==> src/rtl/uart_pkg.sv <==
// uart_pkg: shared UART state encoding, default rates and bit-period helper
package uart_pkg;
  typedef enum logic [2:0] {IDLE, START, DATA, PARITY, STOP} state_t;
  localparam int DEF_CLK_FREQ = 27_000_000;
  localparam int DEF_BAUD = 115_200;
  function automatic int clks_per_bit(input int freq, input int baud);
    return freq / baud;
  endfunction
endpackage

==> src/rtl/uart_tx_if.sv <==
// uart_tx_if: valid/ready byte stream feeding the UART transmitter
interface uart_tx_if;
  logic [7:0] tx_data;
  logic tx_valid;
  logic tx_ready;
  modport master(output tx_data, tx_valid, input tx_ready);
  modport slave(input tx_data, tx_valid, output tx_ready);
endinterface

==> src/rtl/uart_baud_tick.sv <==
// uart_baud_tick: bit-period counter pulsing bit_done every CLKS_PER_BIT cycles
module uart_baud_tick #(
  parameter int CLKS_PER_BIT = 234
) (
  input  logic clk,
  input  logic rst,
  input  logic restart,
  output logic bit_done
);
  localparam int W = $clog2(CLKS_PER_BIT);
  localparam logic [W-1:0] LAST = W'(CLKS_PER_BIT - 1);
  logic [W-1:0] cnt;
  assign bit_done = cnt == LAST;
  // count 0..CLKS_PER_BIT-1, wrapping at each bit boundary and restarting on accept
  always_ff @(posedge clk) cnt <= (rst || restart || bit_done) ? '0 : cnt + 1'b1;
endmodule

==> src/rtl/uart_tx.sv <==
// uart_tx: 8-bit LSB-first UART serializer; define UART_TX_PARITY_EN to add a parity bit
module uart_tx
  import uart_pkg::*;
#(
  parameter int CLK_FREQ = DEF_CLK_FREQ,
  parameter int BAUD = DEF_BAUD,
  parameter int STOP_BITS = 1,
  parameter int PARITY_ODD = 0
) (
  input  logic clk,
  input  logic rst,
  uart_tx_if.slave bus,
  output logic tx
);
  localparam int CLKS_PER_BIT = clks_per_bit(CLK_FREQ, BAUD);
  localparam logic [2:0] LAST_STOP = 3'(STOP_BITS - 1);
  if (CLKS_PER_BIT < 2) begin : g_cpb_err
    $error("uart_tx: CLK_FREQ/BAUD must be at least 2");
  end
  if (STOP_BITS != 1 && STOP_BITS != 2) begin : g_stop_err
    $error("uart_tx: STOP_BITS must be 1 or 2");
  end
  if (PARITY_ODD != 0 && PARITY_ODD != 1) begin : g_par_err
    $error("uart_tx: PARITY_ODD must be 0 or 1");
  end
  state_t state;
  logic [7:0] sh;
  logic [2:0] idx;
  logic bit_done;
  logic accept;
`ifdef UART_TX_PARITY_EN
  logic par;
`endif
  assign accept = bus.tx_valid && bus.tx_ready;
  uart_baud_tick #(.CLKS_PER_BIT(CLKS_PER_BIT)) u_tick (
    .clk(clk),
    .rst(rst),
    .restart(accept),
    .bit_done(bit_done)
  );
  // frame sequencer: each bit is launched on the edge that ends the previous one
  always_ff @(posedge clk) begin
    if (rst) begin
      state <= IDLE;
      tx <= 1'b1;
      bus.tx_ready <= 1'b0;
      sh <= '0;
      idx <= '0;
`ifdef UART_TX_PARITY_EN
      par <= 1'b0;
`endif
    end else begin
      case (state)
        IDLE: begin
          bus.tx_ready <= !accept;
          if (accept) begin
            state <= START;
            tx <= 1'b0;
            sh <= bus.tx_data;
`ifdef UART_TX_PARITY_EN
            par <= ^bus.tx_data ^ 1'(PARITY_ODD);
`endif
          end
        end
        START: if (bit_done) begin
          state <= DATA;
          tx <= sh[0];
          sh <= sh >> 1;
          idx <= '0;
        end
        DATA: if (bit_done) begin
          if (idx == 3'd7) begin
`ifdef UART_TX_PARITY_EN
            state <= PARITY;
            tx <= par;
`else
            state <= STOP;
            tx <= 1'b1;
`endif
            idx <= '0;
          end else begin
            tx <= sh[0];
            sh <= sh >> 1;
            idx <= idx + 1'b1;
          end
        end
`ifdef UART_TX_PARITY_EN
        PARITY: if (bit_done) begin
          state <= STOP;
          tx <= 1'b1;
        end
`endif
        STOP: if (bit_done) begin
          if (idx == LAST_STOP) begin
            state <= IDLE;
            bus.tx_ready <= 1'b1;
            idx <= '0;
          end else idx <= idx + 1'b1;
        end
        default: state <= IDLE;
      endcase
    end
  end
endmodule
==> src/flat_wrapper.sv <==
// flat-port wrapper written by rule: the top's interface ports become plain ports
module uart_tx_flat import uart_pkg::*;
#(
  parameter int CLK_FREQ = DEF_CLK_FREQ,
  parameter int BAUD = DEF_BAUD,
  parameter int STOP_BITS = 1,
  parameter int PARITY_ODD = 0
)
  (clk, rst, tx, bus_tx_data, bus_tx_valid, bus_tx_ready);
  uart_tx_if bus_i ();
  input  logic clk;
  input  logic rst;
  output logic tx;
  input wire logic [$bits(bus_i.tx_data)-1:0] bus_tx_data;
  input wire logic [$bits(bus_i.tx_valid)-1:0] bus_tx_valid;
  output wire logic [$bits(bus_i.tx_ready)-1:0] bus_tx_ready;
  assign bus_i.tx_data = bus_tx_data;
  assign bus_i.tx_valid = bus_tx_valid;
  assign bus_tx_ready = bus_i.tx_ready;
  uart_tx #(.CLK_FREQ(CLK_FREQ), .BAUD(BAUD), .STOP_BITS(STOP_BITS), .PARITY_ODD(PARITY_ODD)) u_core (.clk(clk), .rst(rst), .bus(bus_i), .tx(tx));
endmodule
==> config.mk <==
export PLATFORM = sky130hd
export DESIGN_NAME = uart_tx_flat
export DESIGN_NICKNAME = d
export VERILOG_FILES = /design/src/rtl/uart_pkg.sv /design/src/rtl/uart_tx_if.sv /design/src/rtl/uart_baud_tick.sv /design/src/rtl/uart_tx.sv /design/src/flat_wrapper.sv
export SDC_FILE = /design/constraint.sdc
export NUM_CORES = 1
export LEC_CHECK = 0
export ABC_AREA = 0
export CORE_MARGIN = 4
export CORE_UTILIZATION = 55
export CTS_BUF_LIST = sky130_fd_sc_hd__clkbuf_8 sky130_fd_sc_hd__clkbuf_16
export CTS_CLUSTER_DIAMETER = 100
export DETAILED_ROUTE_END_ITERATION = 8
export PLACE_DENSITY_LB_ADDON = 0.25
export SLEW_MARGIN = 20
export SYNTH_ARGS = -nofsm -noshare
export SYNTH_HDL_FRONTEND = slang
export SYNTH_HIERARCHICAL = 1
export SYNTH_SLANG_ARGS = --single-unit
==> constraint.sdc <==
create_clock -name clk -period 4.7 [get_ports clk]
set_input_delay 0.47 -clock clk [delete_from_list [all_inputs] [get_ports clk]]
set_output_delay 0.47 -clock clk [all_outputs]
set_load 0.005 [all_outputs]
## After elaboration in Yosys (flattened, before gate mapping)

Index checks and enable logic that the tools add are counted.
W data, S select, Z words.

| operators by class | value |
|---|---|
| add/sub/neg operators | 2 |
| multiply operators | 0 |
| div/mod/pow operators | 0 |
| order comparisons | 0 |
| equal/unequal tests | 12 |
| shift-type cells | 0 |
| mux-type cells | 26 |
| bitwise operators | 0 |
| reductions and logical operators | 14 |

Operator list:

| operator | count |
|---|---|
| $mux W3 | 11 |
| $mux W8 | 4 |
| $pmux W8 S3 | 1 |
| $pmux W3 S4 | 1 |
| $pmux W3 S3 | 1 |
| $add A8 B1 Y8 const B | 1 |
| $eq A8 B8 Y1 const B | 1 |
| $ne A2 B2 Y1 const B | 4 |
| $reduce_and A4 Y1 | 2 |
| $eq A3 B3 Y1 const B | 2 |
| $logic_not A3 Y1 | 2 |
| $mux W1 | 6 |
| $ne A2 B1 Y1 const B | 3 |
| $reduce_and A6 Y1 | 1 |
| $reduce_bool A3 Y1 | 2 |
| $reduce_and A5 Y1 | 1 |
| $add A3 B1 Y3 const B | 1 |
| $eq A3 B1 Y1 const B | 1 |
| $eq A3 B2 Y1 const B | 1 |
| $pmux W1 S3 | 1 |
| $reduce_and A3 Y1 | 1 |
| $logic_or A1 B1 Y1 | 2 |
| $pmux W1 S2 | 1 |
| $reduce_bool A2 Y1 | 1 |
| other kinds (2) | 2 |

| storage, ports and cells | value |
|---|---|
| register bits after elaboration | 24 |
| bits in latches | 0 |
| RAM bits | 0 |
| bits in read-only memories | 0 |
| bits of input ports | 11 |
| output and inout port bits | 2 |
| logic and storage cells | 60 |
| memories | 0 |

## Logic depth before layout (Yosys ltp)

Gate-level depths: netlist of run 1.

| depth | value |
|---|---|
| depth after elaboration | 4 |
| gate-level depth with buffers | 10 |
| mapped depth without buffers | 9 |

## Modules after synthesis

The synthesis of run 1 kept the hierarchy.

By module, submodules not included:

| module | instances | cells each | area each (um^2) | sequential area each (um^2) |
|---|---|---|---|---|
| uart_tx | 1 | 99 | 892.1 | 320.3 |
| uart_baud_tick | 1 | 39 | 361.6 | 160.2 |

## Worst setup path before layout of run 1

Ideal clock, no wire load.

| timing | value |
|---|---|
| kind | register to register |
| start | reg u_core.u_tick.cnt[2] |
| end | reg u_core.sh[1] |
| library setup time | 79 ps |
| arrival | 1,805 ps |
| required time | 4,621 ps |
| slack | 2,816 ps |
| stages on the path, launching flop included | 9 |
| path buffers | 1 |
| clock period less this slack | 1,884 ps |
| cells stage by stage | dfxtp_1 -> or3b_1 -> nor2_1 -> nand2b_1 -> o32a_4 -> nor2_8 -> buf_6 -> nor2_2 -> a211oi_2 |

| between the ends | value |
|---|---|
| longest elaborated chain between the ends | 3 |
| elaborated cells between the ends (all ways) | 4 |
| those cells by class | eq/ne: 3; reduce/logical: 1 |

Ends and longest elaborated chain:

| what | RTL line | source |
|---|---|---|
| start: declaration | uart_baud_tick.sv:12 | `logic [W-1:0] cnt;` |
| start signal: assignment | uart_baud_tick.sv:15 | `always_ff @(posedge clk) cnt <= (rst \|\| restart \|\| bit_done) ? '0 : cnt + 1'b1;` |
| $eq A8 B8 Y1 * | uart_baud_tick.sv:13 | `assign bit_done = cnt == LAST;` |
| via u_core.bit_done | uart_tx.sv:29 | `logic bit_done;` |
| $ne A2 B2 Y1 (no source line) | n/a |  |
| $reduce_and A5 Y1 (no source line) * | n/a |  |
| end signal: assignment | uart_tx.sv:59 | `sh <= bus.tx_data;` |
| end signal: assignment | uart_tx.sv:68 | `sh <= sh >> 1;` |
| end signal: assignment | uart_tx.sv:83 | `sh <= sh >> 1;` |
| end: declaration | uart_tx.sv:27 | `logic [7:0] sh;` |

Mark *: on every way through the listed nets, which the timed path passes. The rest lies on a longest branch.
A chain may end at the register's enable or synchronous reset.

## Final worst setup path of run 1

| timing | value |
|---|---|
| start | reg u_core.u_tick.cnt[2] |
| end | reg u_core.sh[6] |

Same word-level chain as after synthesis.

==> run_results.csv, run 1 <==
group,metric,value,unit
timing,tns,0,ns
global_route,antenna_found_initial,0,
drt,ant_nets,0,
clock_network,clock_latency,0.27,ns
power_and_ir_drop,ir_worst_vdd,0.2386,mV
synth,yosys.area.top_type,"dfxtp_1",
timing,finalHoldViolCount,0,
timing,finalMaxSlewViolations,0,
clock_network,cts_sinks,24,
critical_path,cp_max_fo,15,
clock_network,cts_tree,"built",
die,core,0.002191,mm^2
critical_path,cp-start-kind,"flip-flop",
timing,fin_crit_sh,46.01,%
clock_network,ctsResizeCount,0,
critical_path,rrSetupSlack,2.54,ns
clock_network,hold_buffers,0,
die,num_rows,17,
place,port_buffers,12,
timing,finalSetupViolations,0,
clock_network,clk_pin_slew,0.08,ns
finish,layout.nets,166,
drt,drc,0,
drt,vias_per_cell,5.588,
die,start_util,57.22,%
critical_path,critPathArrivalTime,2.34,ns
global_route,first_global_vias,954,
drt,dr.pass1.iters,4,
outcome,outcome,"complete, no violations",
drt,via_count,989,
synth,netlist_top_cells_area,"dfxtp_1, mux2i_1, ha_1, nor2_1, a21oi_1",
die,io_pins,13,
synth,syn_nets,154,
timing,grt_setup_unrepaired,"false",
finish,final_common_cell,"dfxtp_1",
synth,synth.avg_cell_area,9.085,um^2
clock_network,postCtsSetupBuffers,0,
timing,slew-limit-headroom,38.24,%
die,die-height,55.75,um
finish,drive_gt1_share,11.41,%
global_route,grt_max_degree,16,
critical_path,end_kind,"flip-flop",
timing,max_freq,462.5,MHz
timing,finClkSkew,0.004037,ns
synth,yosys.area.top_type_share,38.32,%
clock_network,clock_path_buffers,2,
synth,synth_cells,138,
synth,ys_types,39,
synth,synth_area,0.001254,mm^2
global_route,grt_pass1_wl,4064,um
die,fp.dieArea,0.003108,mm^2
place,gp_congestion,0.8232,
synth,ys_seq_area_share,38.32,%
drt,drt_iter0_markers,17,
finish,layout_common_cells,"dfxtp_1, nor2_1, clkdlybuf4s50_1, a21oi_1",
timing,setup_ws,2.538,ns
finish,antennaDiodeCount,0,
critical_path,path_class,"reg2reg",
run,maxCapViolations,0,
finish,area_growth,15.27,%
synth,yosysWarnings,6,
power_and_ir_drop,power_density,462.5,mW/mm^2
synth,ys_ff_latch,24,
global_route,grtUsageTotal,15.76,%
clock_network,cts_htree_levels,1,
clock_network,root_buffer,"clkbuf_8",
timing,hold_slack,0.4894,ns
place,place_ws,2.578,ns
critical_path,crit_required,4.88,ns
power_and_ir_drop,p_leak,0.4988,nW
global_route,overflow,0,
timing,final.min_clock_period,2.162,ns
clock_network,cts_buffers,3,
drt,wl_per_cell,13.14,um
hold_path,hold_class,"reg2reg",
timing,tightest_slew,0.9230,ns
place,hpwl,1745,um
die,die_w,55.75,um
drt,drt-total-wl,2326,um
==> per-stage QoR <==
| step | cell area [um^2] | utilization [%] | power [mW] | std cells |
|---|---|---|---|---|
| after global placement | 1374 | 62.71 | 0.4852 | 173 |
| final | 1445 | 65.96 | 0.6684 | 177 |
| after global routing | 1445 | 65.96 | 0.7117 | 177 |
| after detailed placement | 1374 | 62.71 | 0.4929 | 173 |
| after floorplan | 1254 | - | 0.4530 | 138 |
| after CTS | 1445 | 65.96 | 0.6750 | 177 |
==> report_power, final <==
group	internal, mW	switching [mW]
Sequential	0.240	0.0384
Clock	0.114	0.0656
Combinational	0.102	0.109
==> cells in the mapped netlist (all sizes together) <==
library cell,n
and2,1
or2,2
nor3,3
o32a,1
o31ai,2
a211oi,7
buf,3
inv,6
o21ai,8
or3b,1
nand2b,3
clkbuf,2
ha,5
mux2i,8
nand3,8
or4,1
o21a,1
xor2,2
a2bb2oi,1
nand3b,2
o221a,1
nand4,1
o211ai,2
dfxtp,24
or3,2
xnor2,2
nor2,19
and3,1
a21oi,10
nor3b,1
nand2,8
==> final timing paths <==
path	start	end	cells after the start
min reg2reg	u_core/sh[7]	u_core/sh[7]	2
max	u_core/u_tick/cnt[2]	u_core/sh[6]	7
min	u_core/sh[7]	u_core/sh[7]	2
max reg2reg	u_core/u_tick/cnt[2]	u_core/sh[6]	7
==> critical path, cell delays in order (launching register included) <==
cell	delay (ns)
dfxtp_1	0.37
or3b_1	0.44
nor2_1	0.37
nand2b_1	0.12
o32a_4	0.24
nor2_8	0.25
nor2_1	0.07
a211oi_1	0.22
==> flip-flops by register name, indices dropped and copies added, names as in the netlist <==
register	flops
u_core/tx	1
u_core/state	3
u_core/idx	3
u_core/sh	8
u_core/bus.tx_ready	1
u_core/u_tick/cnt	8
==> area by class of cell <==
type | count | area (um^2)
Sequential cell | 24 | 480.5
Inverter | 6 | 22.52
Multi-Input combinational cell | 103 | 715.7
Clock buffer | 3 | 41.29
Tap cell | 28 | 35.03
Timing Repair Buffer | 12 | 120.1
Fill cell | 181 | 745.7
Clock inverter | 1 | 30.03
==> cells by family after synthesis <==
kind of cell    count (synthesis)  share of synthesized area [%]
xor+xnor                        4                          2.795
mux                             8                          6.387
simple gates                   53                          23.16
fa+ha+maj                       5                          4.990
flops                          24                          38.32
compound gates                 33                          19.76
buf+inv                        11                          4.590
==> metal layers <==
| layer | global-route usage [%] | vias to the layer above | share of wire [%] |
|---|---|---|---|
| li1 | - | 509 | - |
| met1 | 17.81 | 461 | 41 |
| met2 | 28.72 | 17 | 53 |
| met3 | 3.248 | 2 | 4.1 |
| met4 | 5.903 | 0 | 0.90 |
| met5 | 0 | - | 0 |
Power figures use the tool's default switching activity.
==> inputs of run 2 (changes only) <==
--- a/config.mk
+++ b/config.mk
@@ -7,7 +7,7 @@
 export LEC_CHECK = 0
 export ABC_AREA = 0
 export CORE_MARGIN = 4
-export CORE_UTILIZATION = 55
+export CORE_UTILIZATION = 49
 export CTS_BUF_LIST = sky130_fd_sc_hd__clkbuf_8 sky130_fd_sc_hd__clkbuf_16
 export CTS_CLUSTER_DIAMETER = 100
 export DETAILED_ROUTE_END_ITERATION = 8
==> constraint.sdc (replaced) <==
create_clock -name clk -period 1.9 [get_ports clk]
set_input_delay 0.19 -clock clk [delete_from_list [all_inputs] [get_ports clk]]
set_output_delay 0.19 -clock clk [all_outputs]
set_load 0.005 [all_outputs]
==> run 2 against run 1 <==
Against the previous run: cell area grew 6.4%; final cell count grew 8.5%; die area increased by 10%; first-iteration DRC count grew to 2.9 times the previous value; critical path depth did not move; combinational power increased to 2.9 times the previous value; via count is 8.7% higher; maximum frequency rose by 21%; hold slack got worse by 0.014 ns; global-route usage shrank 0.12 points; routed wire length increased by 11%.
==> run_results.csv, run 2 (synthesis results as in run 1) <==
group,metric,value,unit
clock_network,cts_htree_levels,1,
global_route,grtUsageTotal,15.63,%
die,core,0.002455,mm^2
place,port_buffers,12,
drt,dr.pass1.iters,4,
critical_path,cp-start-kind,"flip-flop",
die,die_w,58.58,um
clock_network,root_buffer,"clkbuf_8",
finish,reg_top3,"u_core/sh (8), u_core/u_tick/cnt (8)",
power_and_ir_drop,power,1.587,mW
place,hpwl,1821,um
drt,drc,0,
drt,via_count,1075,
global_route,grt_pass1_wl,4229,um
place,gp_congestion,0.8331,
clock_network,clk_pin_slew,0.08,ns
timing,finalHoldViolCount,0,
clock_network,cts_tree,"built",
die,start_util,51.07,%
clock_network,cts_buffers,3,
power_and_ir_drop,p_leak,0.5618,nW
power_and_ir_drop,power_density,1032,mW/mm^2
timing,tightest_slew,0.4303,ns
critical_path,crit_required,2.05,ns
drt,drt_iter0_markers,49,
timing,final.min_clock_period,1.788,ns
finish,layout.nets,180,
finish,final_core_util,62.64,%
critical_path,path_class,"reg2reg",
critical_path,critPathArrivalTime,1.94,ns
timing,fin_crit_sh,94.11,%
global_route,grt_max_degree,16,
global_route,first_global_vias,1016,
critical_path,cp_max_fo,5,
hold_path,hold_class,"reg2reg",
global_route,overflow,0,
finish,final_common_cell,"dfxtp_1",
drt,wl_per_cell,13.49,um
run,maxCapViolations,0,
clock_network,clock_path_buffers,2,
timing,max_freq,559.2,MHz
die,num_rows,18,
clock_network,cts_sinks,24,
drt,ant_nets,0,
timing,finalSetupViolations,0,
finish,fillers,211,
clock_network,hold_buffers,0,
clock_network,clock_latency,0.26,ns
finish,layout_common_cells,"dfxtp_1, nor2_1, buf_4, clkdlybuf4s50_1, a21oi_1",
die,fp.dieArea,0.003432,mm^2
outcome,outcome,"complete, no violations",
power_and_ir_drop,ir_worst_vdd,0.7087,mV
timing,finClkSkew,0.002091,ns
die,io_pins,13,
global_route,antenna_found_initial,0,
drt,drt-total-wl,2590,um
critical_path,end_kind,"flip-flop",
timing,finalMaxSlewViolations,0,
finish,area_growth,22.65,%
timing,slew-limit-headroom,71.28,%
finish,antennaDiodeCount,0,
drt,vias_per_cell,5.599,
finish,drive_gt1_share,19.75,%
die,die-height,58.58,um
## run 2: changes by cell type in the layout (fill, tap and decap cells not counted)
cell       change
nor2_2         +1
nor2_4         +1
nor3b_4        +1
buf_4         +13
bufinv_16      -1
or3b_4         +1
nor2_1         -1
o21ai_1        +2
or3b_1         -1
o21ai_0        -2
nor3b_2        -1
## run 2: per-stage QoR
step	instances	hold slack (ns)	setup WS, ns	setup TNS [ns]	area (um^2)
3_5_place_dp	185	0.4641	0.06613	0	1451
2_1_floorplan	138	0.2628	0.01611	0	1254
3_3_place_gp	185	0.4534	0.1388	0	1451
4_1_cts	188	0.4764	0.03416	0	1493
6_report	192	0.4752	0.1119	0	1538
5_1_grt	192	0.5143	-0.01670	-0.01979	1538
## run 2: worst max-delay path: stages, from the launching register on
cell       delay [ns]
dfxtp_1          0.38
or3b_4           0.42
nor2_2           0.11
buf_4            0.13
a2bb2oi_1        0.22
o21ai_1          0.12
o211ai_1         0.20
o31ai_1          0.09
## run 2: worst paths after layout
check | cells past startpoint | from | to | slack [ns]
hold reg to reg | 2 | u_core/idx[2] | u_core/idx[2] | 0.48
hold / removal | 2 | u_core/idx[2] | u_core/idx[2] | 0.48
setup / recovery | 7 | u_core/u_tick/cnt[7] | u_core/state[1] | 0.11
setup reg to reg | 7 | u_core/u_tick/cnt[7] | u_core/state[1] | 0.11
## run 2: repair_timing
item                       4_1_cts  5_1_grt
hold endpoints to repair         0        0
buffers inserted                 0        3
setup endpoints to repair        0       10
resized for setup                0        5
## run 2: report_power, final
part / switching (mW) / leakage [nW] / internal (mW) / total, mW
logic: 0.307 / 0.345 / 0.307 / 0.614
clock network: 0.156 / 0.0216 / 0.142 / 0.297
registers: 0.0830 / 0.196 / 0.593 / 0.676
total: 0.546 / 0.562 / 1.04 / 1.59
## run 2: per-layer routing
metal	routed length (um)	GRT usage, %	up-vias
met1	1137	19.35	502
met3	119	3.728	8
met4	65	7.443	0
met5	0	0	-
li1	-	-	542
met2	1267	25.52	23
## run 2: cell type report
class | instances | area [um^2] | share of cell area [%]
clock buffers | 3 | 41.29 | 2.685
repair buffers | 25 | 217.7 | 14.16
multi-input cells | 104 | 738.2 | 48.01
well taps | 30 | 37.54 | 2.441
inverters | 6 | 22.52 | 1.465
flip-flops and latches | 24 | 480.5 | 31.25
==> inputs of run 3 (changes only) <==
--- a/config.mk
+++ b/config.mk
@@ -6,6 +6,7 @@
 export NUM_CORES = 1
 export LEC_CHECK = 0
 export ABC_AREA = 0
+export CAP_MARGIN = 20
 export CORE_MARGIN = 4
 export CORE_UTILIZATION = 49
 export CTS_BUF_LIST = sky130_fd_sc_hd__clkbuf_8 sky130_fd_sc_hd__clkbuf_16
@@ -17,3 +18,4 @@
 export SYNTH_HDL_FRONTEND = slang
 export SYNTH_HIERARCHICAL = 1
 export SYNTH_SLANG_ARGS = --single-unit
+export TNS_END_PERCENT = 5
==> results of run 3 <==
No change in the layout: final DEF, timing and power equal those of run 2.
